## config.mk

```make
export PLATFORM = sky130hd
export DESIGN_NAME = bp_fe_bp_update_sched_flat
export DESIGN_NICKNAME = d
export VERILOG_FILES = /design/src/rtl/bp_fe_bp_update_sched_pkg.sv /design/src/rtl/bp_fe_bp_update_sched_if.sv /design/src/rtl/bp_fe_bp_update_fifo.sv /design/src/rtl/bp_fe_bp_update_sched.sv /design/src/flat_wrapper.sv
export SDC_FILE = /design/constraint.sdc
export NUM_CORES = 1
export LEC_CHECK = 0
export ABC_AREA = 1
export CORE_MARGIN = 3
export CORE_UTILIZATION = 49
export CTS_BUF_LIST = sky130_fd_sc_hd__clkbuf_4
export DETAILED_ROUTE_END_ITERATION = 6
export HOLD_SLACK_MARGIN = 0.05
export PLACE_DENSITY_LB_ADDON = 0.05
export SETUP_SLACK_MARGIN = 0.02
export SLEW_MARGIN = 40
export SYNTH_ARGS = -nofsm -noshare
export SYNTH_HDL_FRONTEND = slang
export SYNTH_SLANG_ARGS = --single-unit
```

## constraint.sdc

```tcl
create_clock -name clk_i -period 2 [get_ports clk_i]
set_input_delay 0.4 -clock clk_i [delete_from_list [all_inputs] [get_ports clk_i]]
set_output_delay 0.4 -clock clk_i [all_outputs]
set_load 0.1 [all_outputs]
```

## src/rtl/bp_fe_bp_update_sched_pkg.sv

```systemverilog
// Shared types for the branch-predictor update scheduler.
// Holds the drain FSM encoding and the queue entry width helper.
package bp_fe_bp_sched_pkg;

    typedef enum logic [1:0] {
        RUN,
        DRAIN,
        DONE
    } bp_sched_state_e;

    // Queue entry is {idx, correct}.
    function automatic int entry_width(input int idx_w);
        return idx_w + 1;
    endfunction

endpackage

```

## src/rtl/bp_fe_bp_update_sched_if.sv

```systemverilog
// Update channels and predictor write port of the update scheduler.
// master = requesters/predictor side, slave = scheduler.
interface bp_fe_bp_update_sched_if #(
    parameter int bht_idx_width_p = 10
);

    logic                       cmt_v_i;
    logic [bht_idx_width_p-1:0] cmt_idx_i;
    logic                       cmt_correct_i;
    logic                       cmt_ready_o;

    logic                       rdr_v_i;
    logic [bht_idx_width_p-1:0] rdr_idx_i;
    logic                       rdr_correct_i;
    logic                       rdr_ready_o;

    logic                       w_v_o;
    logic [bht_idx_width_p-1:0] idx_w_o;
    logic                       correct_o;

    modport master (
        output cmt_v_i, cmt_idx_i, cmt_correct_i,
        input  cmt_ready_o,
        output rdr_v_i, rdr_idx_i, rdr_correct_i,
        input  rdr_ready_o,
        input  w_v_o, idx_w_o, correct_o
    );

    modport slave (
        input  cmt_v_i, cmt_idx_i, cmt_correct_i,
        output cmt_ready_o,
        input  rdr_v_i, rdr_idx_i, rdr_correct_i,
        output rdr_ready_o,
        output w_v_o, idx_w_o, correct_o
    );

endinterface

```

## src/rtl/bp_fe_bp_update_fifo.sv

```systemverilog
// Circular update queue; pointers carry an extra wrap bit
// so full and empty are told apart by the MSB.
module bp_fe_bp_update_fifo #(
    parameter int width_p = 11,
    parameter int els_p   = 4,
    localparam int aw     = $clog2(els_p)
) (
    input  logic               clk_i,
    input  logic               reset_n_i,
    input  logic               v_i,
    input  logic [width_p-1:0] data_i,
    output logic               ready_o,
    input  logic               yumi_i,
    output logic [width_p-1:0] data_o,
    output logic [aw:0]        count_o,
    output logic               full_o,
    output logic               empty_o
);

    logic [width_p-1:0] mem [els_p];
    logic [aw:0]        wptr_q;
    logic [aw:0]        rptr_q;
    logic               enq;

    assign empty_o = (wptr_q == rptr_q);
    assign full_o  = (wptr_q[aw] != rptr_q[aw])
                   && (wptr_q[aw-1:0] == rptr_q[aw-1:0]);
    assign count_o = wptr_q - rptr_q;
    assign ready_o = ~full_o;
    assign enq     = v_i & ~full_o;
    assign data_o  = mem[rptr_q[aw-1:0]];

    always_ff @(posedge clk_i) begin
        if (!reset_n_i) begin
            wptr_q <= '0;
            rptr_q <= '0;
        end else begin
            if (enq)
                wptr_q <= wptr_q + 1'b1;
            if (yumi_i)
                rptr_q <= rptr_q + 1'b1;
        end
    end

    always_ff @(posedge clk_i) begin
        if (enq)
            mem[wptr_q[aw-1:0]] <= data_i;
    end

endmodule

```

## src/rtl/bp_fe_bp_update_sched.sv

```systemverilog
// Merges commit and redirect predictor updates into one ordered
// write stream, with hold and a drain handshake for quiescing.
module bp_fe_bp_update_sched
    import bp_fe_bp_sched_pkg::*;
#(
    parameter int bht_idx_width_p = 10,
    parameter int fifo_els_p      = 4,
    localparam int cw = $clog2(fifo_els_p) + 1,
    localparam int ew = entry_width(bht_idx_width_p)
) (
    input  logic                       clk_i,
    input  logic                       reset_n_i,
    bp_fe_bp_update_sched_if.slave     upd,
    input  logic                       hold_i,
    input  logic                       drain_i,
    output logic                       drained_o,
    output logic [cw-1:0]              count_o
);

    bp_sched_state_e state_q;
    logic            rr_q;
    logic            drained_q;

    logic            full;
    logic            empty;
    logic            run;
    logic            cmt_go;
    logic            rdr_go;
    logic            enq_v;
    logic            contested;
    logic            w_v;
    logic [ew-1:0]   enq_data;
    logic [ew-1:0]   head;

    assign run = (state_q == RUN) & reset_n_i;

    // rr_q=0 favours commit, rr_q=1 favours redirect
    assign upd.cmt_ready_o = ~full & run
                           & (~upd.rdr_v_i | ~rr_q);
    assign upd.rdr_ready_o = ~full & run
                           & (~upd.cmt_v_i | rr_q);

    assign cmt_go    = upd.cmt_v_i & upd.cmt_ready_o;
    assign rdr_go    = upd.rdr_v_i & upd.rdr_ready_o;
    assign enq_v     = cmt_go | rdr_go;
    assign contested = upd.cmt_v_i & upd.rdr_v_i & enq_v;
    assign enq_data  = cmt_go
                     ? {upd.cmt_idx_i, upd.cmt_correct_i}
                     : {upd.rdr_idx_i, upd.rdr_correct_i};

    assign w_v           = ~empty & ~hold_i & reset_n_i;
    assign upd.w_v_o     = w_v;
    assign upd.idx_w_o   = w_v ? head[ew-1:1] : '0;
    assign upd.correct_o = w_v & head[0];
    assign drained_o     = drained_q;

    bp_fe_bp_update_fifo #(
        .width_p (ew),
        .els_p   (fifo_els_p)
    ) fifo (
        .clk_i     (clk_i),
        .reset_n_i (reset_n_i),
        .v_i       (enq_v),
        .data_i    (enq_data),
        .ready_o   (),
        .yumi_i    (w_v),
        .data_o    (head),
        .count_o   (count_o),
        .full_o    (full),
        .empty_o   (empty)
    );

    always_ff @(posedge clk_i) begin
        if (!reset_n_i) begin
            state_q   <= RUN;
            rr_q      <= 1'b0;
            drained_q <= 1'b0;
        end else begin
            drained_q <= 1'b0;
            if (contested)
                rr_q <= ~rr_q;
            unique case (state_q)
                RUN: begin
                    if (drain_i)
                        state_q <= DRAIN;
                end
                DRAIN: begin
                    if (count_o == '0) begin
                        state_q   <= DONE;
                        drained_q <= 1'b1;
                    end
                end
                DONE: begin
                    state_q <= RUN;
                end
                default: begin
                    state_q <= RUN;
                end
            endcase
        end
    end

endmodule

```

## src/flat_wrapper.sv

```systemverilog
// flat-port wrapper written by rule: the top's interface ports become plain ports
module bp_fe_bp_update_sched_flat import bp_fe_bp_sched_pkg::*;
#(
    parameter int bht_idx_width_p = 10,
    parameter int fifo_els_p      = 4,
    localparam int cw = $clog2(fifo_els_p) + 1,
    localparam int ew = entry_width(bht_idx_width_p)
)
  (clk_i, reset_n_i, hold_i, drain_i, drained_o, count_o, upd_cmt_v_i, upd_cmt_idx_i, upd_cmt_correct_i, upd_cmt_ready_o, upd_rdr_v_i, upd_rdr_idx_i, upd_rdr_correct_i, upd_rdr_ready_o, upd_w_v_o, upd_idx_w_o, upd_correct_o);
  bp_fe_bp_update_sched_if #(.bht_idx_width_p(bht_idx_width_p)) upd_i ();
  input  logic clk_i;
  input  logic reset_n_i;
  input  logic hold_i;
  input  logic drain_i;
  output logic drained_o;
  output logic [cw-1:0] count_o;
  input wire logic [$bits(upd_i.cmt_v_i)-1:0] upd_cmt_v_i;
  input wire logic [$bits(upd_i.cmt_idx_i)-1:0] upd_cmt_idx_i;
  input wire logic [$bits(upd_i.cmt_correct_i)-1:0] upd_cmt_correct_i;
  output wire logic [$bits(upd_i.cmt_ready_o)-1:0] upd_cmt_ready_o;
  input wire logic [$bits(upd_i.rdr_v_i)-1:0] upd_rdr_v_i;
  input wire logic [$bits(upd_i.rdr_idx_i)-1:0] upd_rdr_idx_i;
  input wire logic [$bits(upd_i.rdr_correct_i)-1:0] upd_rdr_correct_i;
  output wire logic [$bits(upd_i.rdr_ready_o)-1:0] upd_rdr_ready_o;
  output wire logic [$bits(upd_i.w_v_o)-1:0] upd_w_v_o;
  output wire logic [$bits(upd_i.idx_w_o)-1:0] upd_idx_w_o;
  output wire logic [$bits(upd_i.correct_o)-1:0] upd_correct_o;
  assign upd_i.cmt_v_i = upd_cmt_v_i;
  assign upd_i.cmt_idx_i = upd_cmt_idx_i;
  assign upd_i.cmt_correct_i = upd_cmt_correct_i;
  assign upd_cmt_ready_o = upd_i.cmt_ready_o;
  assign upd_i.rdr_v_i = upd_rdr_v_i;
  assign upd_i.rdr_idx_i = upd_rdr_idx_i;
  assign upd_i.rdr_correct_i = upd_rdr_correct_i;
  assign upd_rdr_ready_o = upd_i.rdr_ready_o;
  assign upd_w_v_o = upd_i.w_v_o;
  assign upd_idx_w_o = upd_i.idx_w_o;
  assign upd_correct_o = upd_i.correct_o;
  bp_fe_bp_update_sched #(.bht_idx_width_p(bht_idx_width_p), .fifo_els_p(fifo_els_p)) u_core (.clk_i(clk_i), .reset_n_i(reset_n_i), .upd(upd_i), .hold_i(hold_i), .drain_i(drain_i), .drained_o(drained_o), .count_o(count_o));
endmodule
```

=== Word level (Yosys, flattened, before mapping) ===
Memory sizes are Yosys's and may differ from the RTL's. A register that Yosys moved wholly into a read port is not among the register bits.
Index checks and enable logic that the tools add are counted.

* Logic and storage cells: 51
* Bits in registers: 10
* Bits in writable memories: 44
* Memories: 1
* Output and inout port bits: 18

* Reductions and logical operators: 5
* Equality and inequality tests: 6
* Bitwise logic cells: 21
* Add/subtract/negate cells: 3
* Mux-type cells: 10

{| class="wikitable"
|+ Memory list
! name !! depth !! width !! read ports !! clocked after Yosys merged registers in !! write ports !! RTL line !! text
|-
| u_core.fifo.mem || 4 || 11 || 1 || 1 || 1 || bp_fe_bp_update_fifo.sv:20 || <nowiki>logic [width_p-1:0] mem [els_p];</nowiki>
|}

{| class="wikitable"
|+ Operators with widths
! operator !! count
|-
| AND 1 bit || 12
|-
| 2-to-1 mux 11 bit || 1
|-
| 2-to-1 mux 10 bit || 1
|-
| 2-to-1 mux 2 bit || 4
|-
| adder 3 x 1 -> 3 bit (second input constant) || 2
|-
| inverter 1 bit || 6
|-
| case mux 2 bit (2 select lines) || 1
|-
| AND reduction 2 bit || 2
|-
| equality test 3 bit || 1
|-
| zero test 3 bit || 1
|-
| 2-to-1 mux 1 bit || 3
|-
| OR 1 bit || 3
|-
| subtractor 3 bit || 1
|-
| equality test 2 x 1 -> 1 bit (second input constant) || 1
|-
| equality test 2 bit || 1
|-
| zero test 2 bit || 1
|-
| != test 2 x 1 -> 1 bit (second input constant) || 1
|-
| != test 2 bit (second input constant) || 1
|-
| logical AND 1 bit || 1
|-
| != test 1 bit || 1
|}

=== Depth between registers and ports, before layout ===
Gate-level depths: netlist of run 1.

* Depth after elaboration: 10
* Gate-level depth with buffers: 9

=== Cells and area by module ===
A second synthesis of run 1 with hierarchy kept.

* Cell total of the unflattened synthesis: 273
* Area, all modules: 2655.0 um^2

{| class="wikitable"
|+ By module, submodules not included
! module !! seq. area each (um^2) !! cells each !! area each (um^2) !! instances
|-
| bp_fe_bp_update_fifo || 1481.4 || 173 || 2122.0 || 1
|-
| bp_fe_bp_update_sched || 80.1 || 100 || 533.0 || 1
|}

=== Worst setup path after synthesis of run 1 ===
No wires, ideal clock.

* Path type: reg2out
* From: register u_core.fifo.wptr_q[0]
* To: output port upd_idx_w_o[0]
* Path buffers: 1
* Stages on the path, launching flop included: 9
* Data arrival time: 2710 ps
* Setup slack: -1110 ps
* Required time: 1600 ps
* Path through: dfxtp_1 inv_1 ha_1 nand2_1 inv_1 nand3_1 nand2_1 buf_2 a21oi_1

* Cells in the longest elaborated chain, start to end: 5

{| class="wikitable"
|+ Ends and longest elaborated chain
! element !! RTL line !! text
|-
| from (decl) || bp_fe_bp_update_fifo.sv:21 || <nowiki>logic [aw:0] wptr_q;</nowiki>
|-
| from (signal assigned) || bp_fe_bp_update_fifo.sv:39 || <nowiki>wptr_q <= wptr_q + 1'b1;</nowiki>
|-
| equality test 3 bit || bp_fe_bp_update_fifo.sv:25 || <nowiki>assign empty_o = (wptr_q == rptr_q);</nowiki>
|-
| inverter 1 bit || bp_fe_bp_update_sched.sv:51 || <nowiki>assign w_v = ~empty & ~hold_i & reset_n_i;</nowiki>
|-
| AND 1 bit (2 in series) || bp_fe_bp_update_sched.sv:51 ||
|-
| 2-to-1 mux 10 bit || bp_fe_bp_update_sched.sv:53 || <nowiki>assign upd.idx_w_o = w_v ? head[ew-1:1] : '0;</nowiki>
|-
| to (decl) || flat_wrapper.sv:26 || <nowiki>output wire logic [$bits(upd_i.idx_w_o)-1:0] upd_idx_w_o;</nowiki>
|}

Every way passes these cells.

=== Final worst setup path of run 1 ===
* From: register u_core.fifo.wptr_q[0]
* To: output port count_o[1]

* Cells in the longest elaborated chain, start to end: 1

{| class="wikitable"
|+ Ends and longest elaborated chain
! element !! RTL line !! text
|-
| subtractor 3 bit || bp_fe_bp_update_fifo.sv:28 || <nowiki>assign count_o = wptr_q - rptr_q;</nowiki>
|-
| to (decl) || flat_wrapper.sv:16 || <nowiki>output logic [cw-1:0] count_o;</nowiki>
|}

Every way passes these cells.

==> results of run 1 <==
-- layout make-up --
cell class	instances	area, sq um	area share
flip-flops and latches	56	1580	0.397
multi-input cells	169	1130	0.284
repair buffers	83	943	0.238
inverters	32	143	0.0359
well taps	67	83.8	0.0211
clock inverters	3	47.5	0.0120
clock buffers	5	37.5	0.00946
repair inverters	2	12.5	0.00315
-- path summary, 6_finish.rpt --
kind | start | end | slack (ns) | depth (start not counted)
worst min register to register | u_core.fifo.rptr_q[0] | register | 0.53 | 1
worst max-delay path | u_core.fifo.wptr_q[0] | count_o[1] | -0.17 | 5
worst max register to register | u_core.fifo.wptr_q[0] | u_core.fifo.mem[3][5] | -0.01 | 12
worst min-delay path | u_core.fifo.rptr_q[0] | register | 0.53 | 1
-- cell usage in the layout, fill, tap and decap left out, types with 2 or more instances in the layout --
cell,n
sky130_fd_sc_hd__nand3_2,2
sky130_fd_sc_hd__clkbuf_4,5
sky130_fd_sc_hd__nand4_1,2
sky130_fd_sc_hd__inv_1,24
sky130_fd_sc_hd__clkinvlp_4,3
sky130_fd_sc_hd__edfxtp_1,44
sky130_fd_sc_hd__ha_4,2
sky130_fd_sc_hd__nand3_4,2
sky130_fd_sc_hd__nor2_2,2
sky130_fd_sc_hd__nand2_1,28
sky130_fd_sc_hd__clkdlybuf4s50_1,26
sky130_fd_sc_hd__ha_1,5
sky130_fd_sc_hd__dfxtp_4,3
sky130_fd_sc_hd__nand2_2,5
sky130_fd_sc_hd__clkinv_4,2
sky130_fd_sc_hd__buf_12,20
sky130_fd_sc_hd__inv_4,3
sky130_fd_sc_hd__o21ai_1,19
sky130_fd_sc_hd__a21oi_4,13
sky130_fd_sc_hd__o21ai_2,11
sky130_fd_sc_hd__nand3_1,6
sky130_fd_sc_hd__a21oi_1,4
sky130_fd_sc_hd__nand2_4,3
sky130_fd_sc_hd__o21ai_0,5
sky130_fd_sc_hd__inv_2,2
sky130_fd_sc_hd__buf_4,35
sky130_fd_sc_hd__dfxtp_2,2
sky130_fd_sc_hd__dfxtp_1,7
sky130_fd_sc_hd__nor2_1,54
-- where the power goes --
group          switching, mW  total (mW)  internal, mW
clock                  0.352       0.620         0.268
combinational           1.21        1.94         0.730
sequential            0.0682        1.45          1.38
-- layer usage --
| metal | GRT usage | vias up | wire (um) |
|---|---|---|---|
| met5 | 0 | - | 0 |
| met4 | 0.0464 | 0 | 85 |
| met3 | 0.0363 | 9 | 315 |
| met2 | 0.362 | 70 | 3220 |
| met1 | 0.273 | 1023 | 2720 |
| li1 | - | 1052 | - |
-- sequential cells by signal, summed over array words and instances, names as in the netlist, named ones only --
| signal | count |
|---|---|
| u_core.drained_o | 1 |
| u_core.state_q | 2 |
| u_core.fifo.wptr_q | 3 |
| u_core.fifo.rptr_q | 3 |
| u_core.rr_q | 1 |
| u_core.fifo.mem | 44 |
-- repair_timing --
action                     CTS  global route
setup endpoints to repair   16            16
cloned                       2             0
pin swaps                    6             2
gates resized for setup     44             9
setup buffers               11             4
-- critical path, delay by kind of cell, from the launching register on --
family                   cells  cell delay [ns]
adder cells (fa/ha/maj)      2             0.71
buffers and inverters        3             0.31
flip-flops                   1             0.39
-- cell families after synthesis --
family,Yosys count,share of synthesized area
AND/OR/NAND/NOR,108,0.178
flip-flops,56,0.597
AO/OA/AOI/OAI,52,0.115
buffers and inverters,41,0.0651
adder cells (fa/ha/maj),8,0.0412
XOR/XNOR,1,0.00335
==> results.py, run 1 <==
metrics = {
    "sta": {
        "finalHoldViolCount": 0,
        "final-setup-viol-count": 26,
        "setup_ws_ns": -0.173,
        "slew_viol_final": 0,
        "grt_setup_unrepaired": "true",
        "finalCriticalPeriod_ns": 2.17,
        "aggregate_negative_setup_slack_ns": -2.35,
        "hold_slack_ns": 0.533,
        "finClkSkew_ns": 0.0174,
        "worst_margin_slew_ns": 0.414,
        "fmaxAchievable_mhz": 460,
        "fin_crit_sh": 1.09,
        "relSlewSlack": 0.724,
    },
    "critical_path": {
        "cp_cell_sequence": "inv_4, ha_4, fa_2, clkinvlp_4, buf_12",
        "criticalPathCategory": "register to output port",
        "critical_path.max_stage_delay_ns": 0.56,
        "critPathRequiredTime_ns": 1.60,
        "slowest_stage_cell_on_the_critical_path": "sky130_fd_sc_hd__fa_2",
        "start_kind": "register",
        "worstPathArrival_ns": 1.77,
        "cp-end-kind": "output port",
        "critical_path_peak_fanout": 2,
    },
    "synthesis": {
        "synth_commonest_cells": "sky130_fd_sc_hd__nor2_1 (56), sky130_fd_sc_hd__edfxtp_1 (44), sky130_fd_sc_hd__nand2_1 (36)",
        "syn_area_sq_um": 2610,
        "postSynthRegisterBits": 56,
        "synthesis.area_per_instance_sq_um": 9.83,
        "fraction_of_the_yosys_area_taken_by_sequential_cells": 0.597,
        "cell_types_occupying_the_most_area_after_synthesis": "sky130_fd_sc_hd__edfxtp_1 (51%), sky130_fd_sc_hd__dfxtp_1 (9.2%), sky130_fd_sc_hd__nor2_1 (8.0%)",
        "synthDominantAreaCellType": "sky130_fd_sc_hd__edfxtp_1",
        "synth_top_area_frac": 0.506,
        "yosysMostFrequentCell": "sky130_fd_sc_hd__nor2_1",
        "ys_dominant_reg_cell": "sky130_fd_sc_hd__edfxtp_1",
        "synth-warning-count": 0,
        "postSynthCellCount": 266,
        "mappedNetlistNets": 302,
        "async_reset_ff_frac": 0,
        "yosys.cell_types.count": 23,
        "edff_count_synth": 44,
    },
    "floorplan": {
        "row_cnt": 25,
        "start_util": 0.529,
        "floorplan.die.width_um": 79.0,
        "floorplan.core_area_sq_um": 4940,
        "die_footprint_sq_um": 6250,
        "die_height_um": 79.0,
        "boundary_pins": 46,
    },
    "clock_tree": {
        "cts-buffers-inserted": 5,
        "post_cts_clock_slew_at_the_launch_and_capture_registers_of_the_worst_setup_and_hold_paths_ns": 0.14,
        "cts_hold_buffers": 0,
        "clock_latency_ns": 0.38,
        "tritoncts_num_sinks": 56,
        "max-clock-path-buffers": 2,
        "cts_tree": "yes",
        "number_of_h_tree_levels": 2,
        "clk_root_buffer_cell": "sky130_fd_sc_hd__clkbuf_4",
    },
    "layout": {
        "final_cells": 417,
        "nFillCells": 310,
        "finish.net_count": 385,
        "num_antenna_cells": 0,
        "finish.instance_area_sq_um": 3970,
        "syn_to_final_growth_pct": 51.8,
        "layout-drive-gt1-share": 0.351,
        "finalCoreUtilization": 0.803,
    },
    "placed_design": {
        "routabilityCongestion": 0.741,
        "detailed_place.area_sq_um": 3660,
        "placedCellCount": 392,
        "post-dp-hpwl_um": 4340,
        "post-place-ws_ns": -0.180,
        "io_buffer_count": 45,
    },
    "power": {
        "p_leak_nw": 1.55,
        "total_design_power_mw": 4.00,
        "powerDensity_nw_per_um2": 1010,
        "ir_worst_vdd_mv": 0.706,
    },
    "route": {
        "initial_detailed_routing_violation_count": 116,
        "drt_pass1_iterations": 4,
        "vias": 2154,
        "drt-wirelength-per-cell_um": 15.2,
        "drc_violations_left": 0,
        "vias_per_cell": 5.17,
        "postRouteWirelength_um": 6340,
        "antenna_violating_nets_left": 0,
    },
    "status": {
        "run_status": "finished, violations left",
        "violations": "negative setup slack",
    },
    "grt": {
        "vias_in_the_first_global_route": 2109,
        "grt_first_pass_wirelength_um": 10000,
        "grt_max_degree": 23,
        "globalRouteTotalUtil": 0.208,
        "antenna_found_initial": 0,
        "grt_overflow": 0,
    },
    "worst_hold_path": {
        "min-delay-path-class": "register to register",
    },
    "job": {
        "cap_violations": 0,
    },
}
Note: power is estimated with default switching activity, not from simulation.
==> inputs of run 2 (changes only) <==
--- a/config.mk
+++ b/config.mk
@@ -6,6 +6,7 @@
 export NUM_CORES = 1
 export LEC_CHECK = 0
 export ABC_AREA = 1
+export CAP_MARGIN = 20
 export CORE_MARGIN = 3
 export CORE_UTILIZATION = 49
 export CTS_BUF_LIST = sky130_fd_sc_hd__clkbuf_4
==> results of run 2 <==
Same layout as run 1: the final DEF is identical, and so are final timing and power.
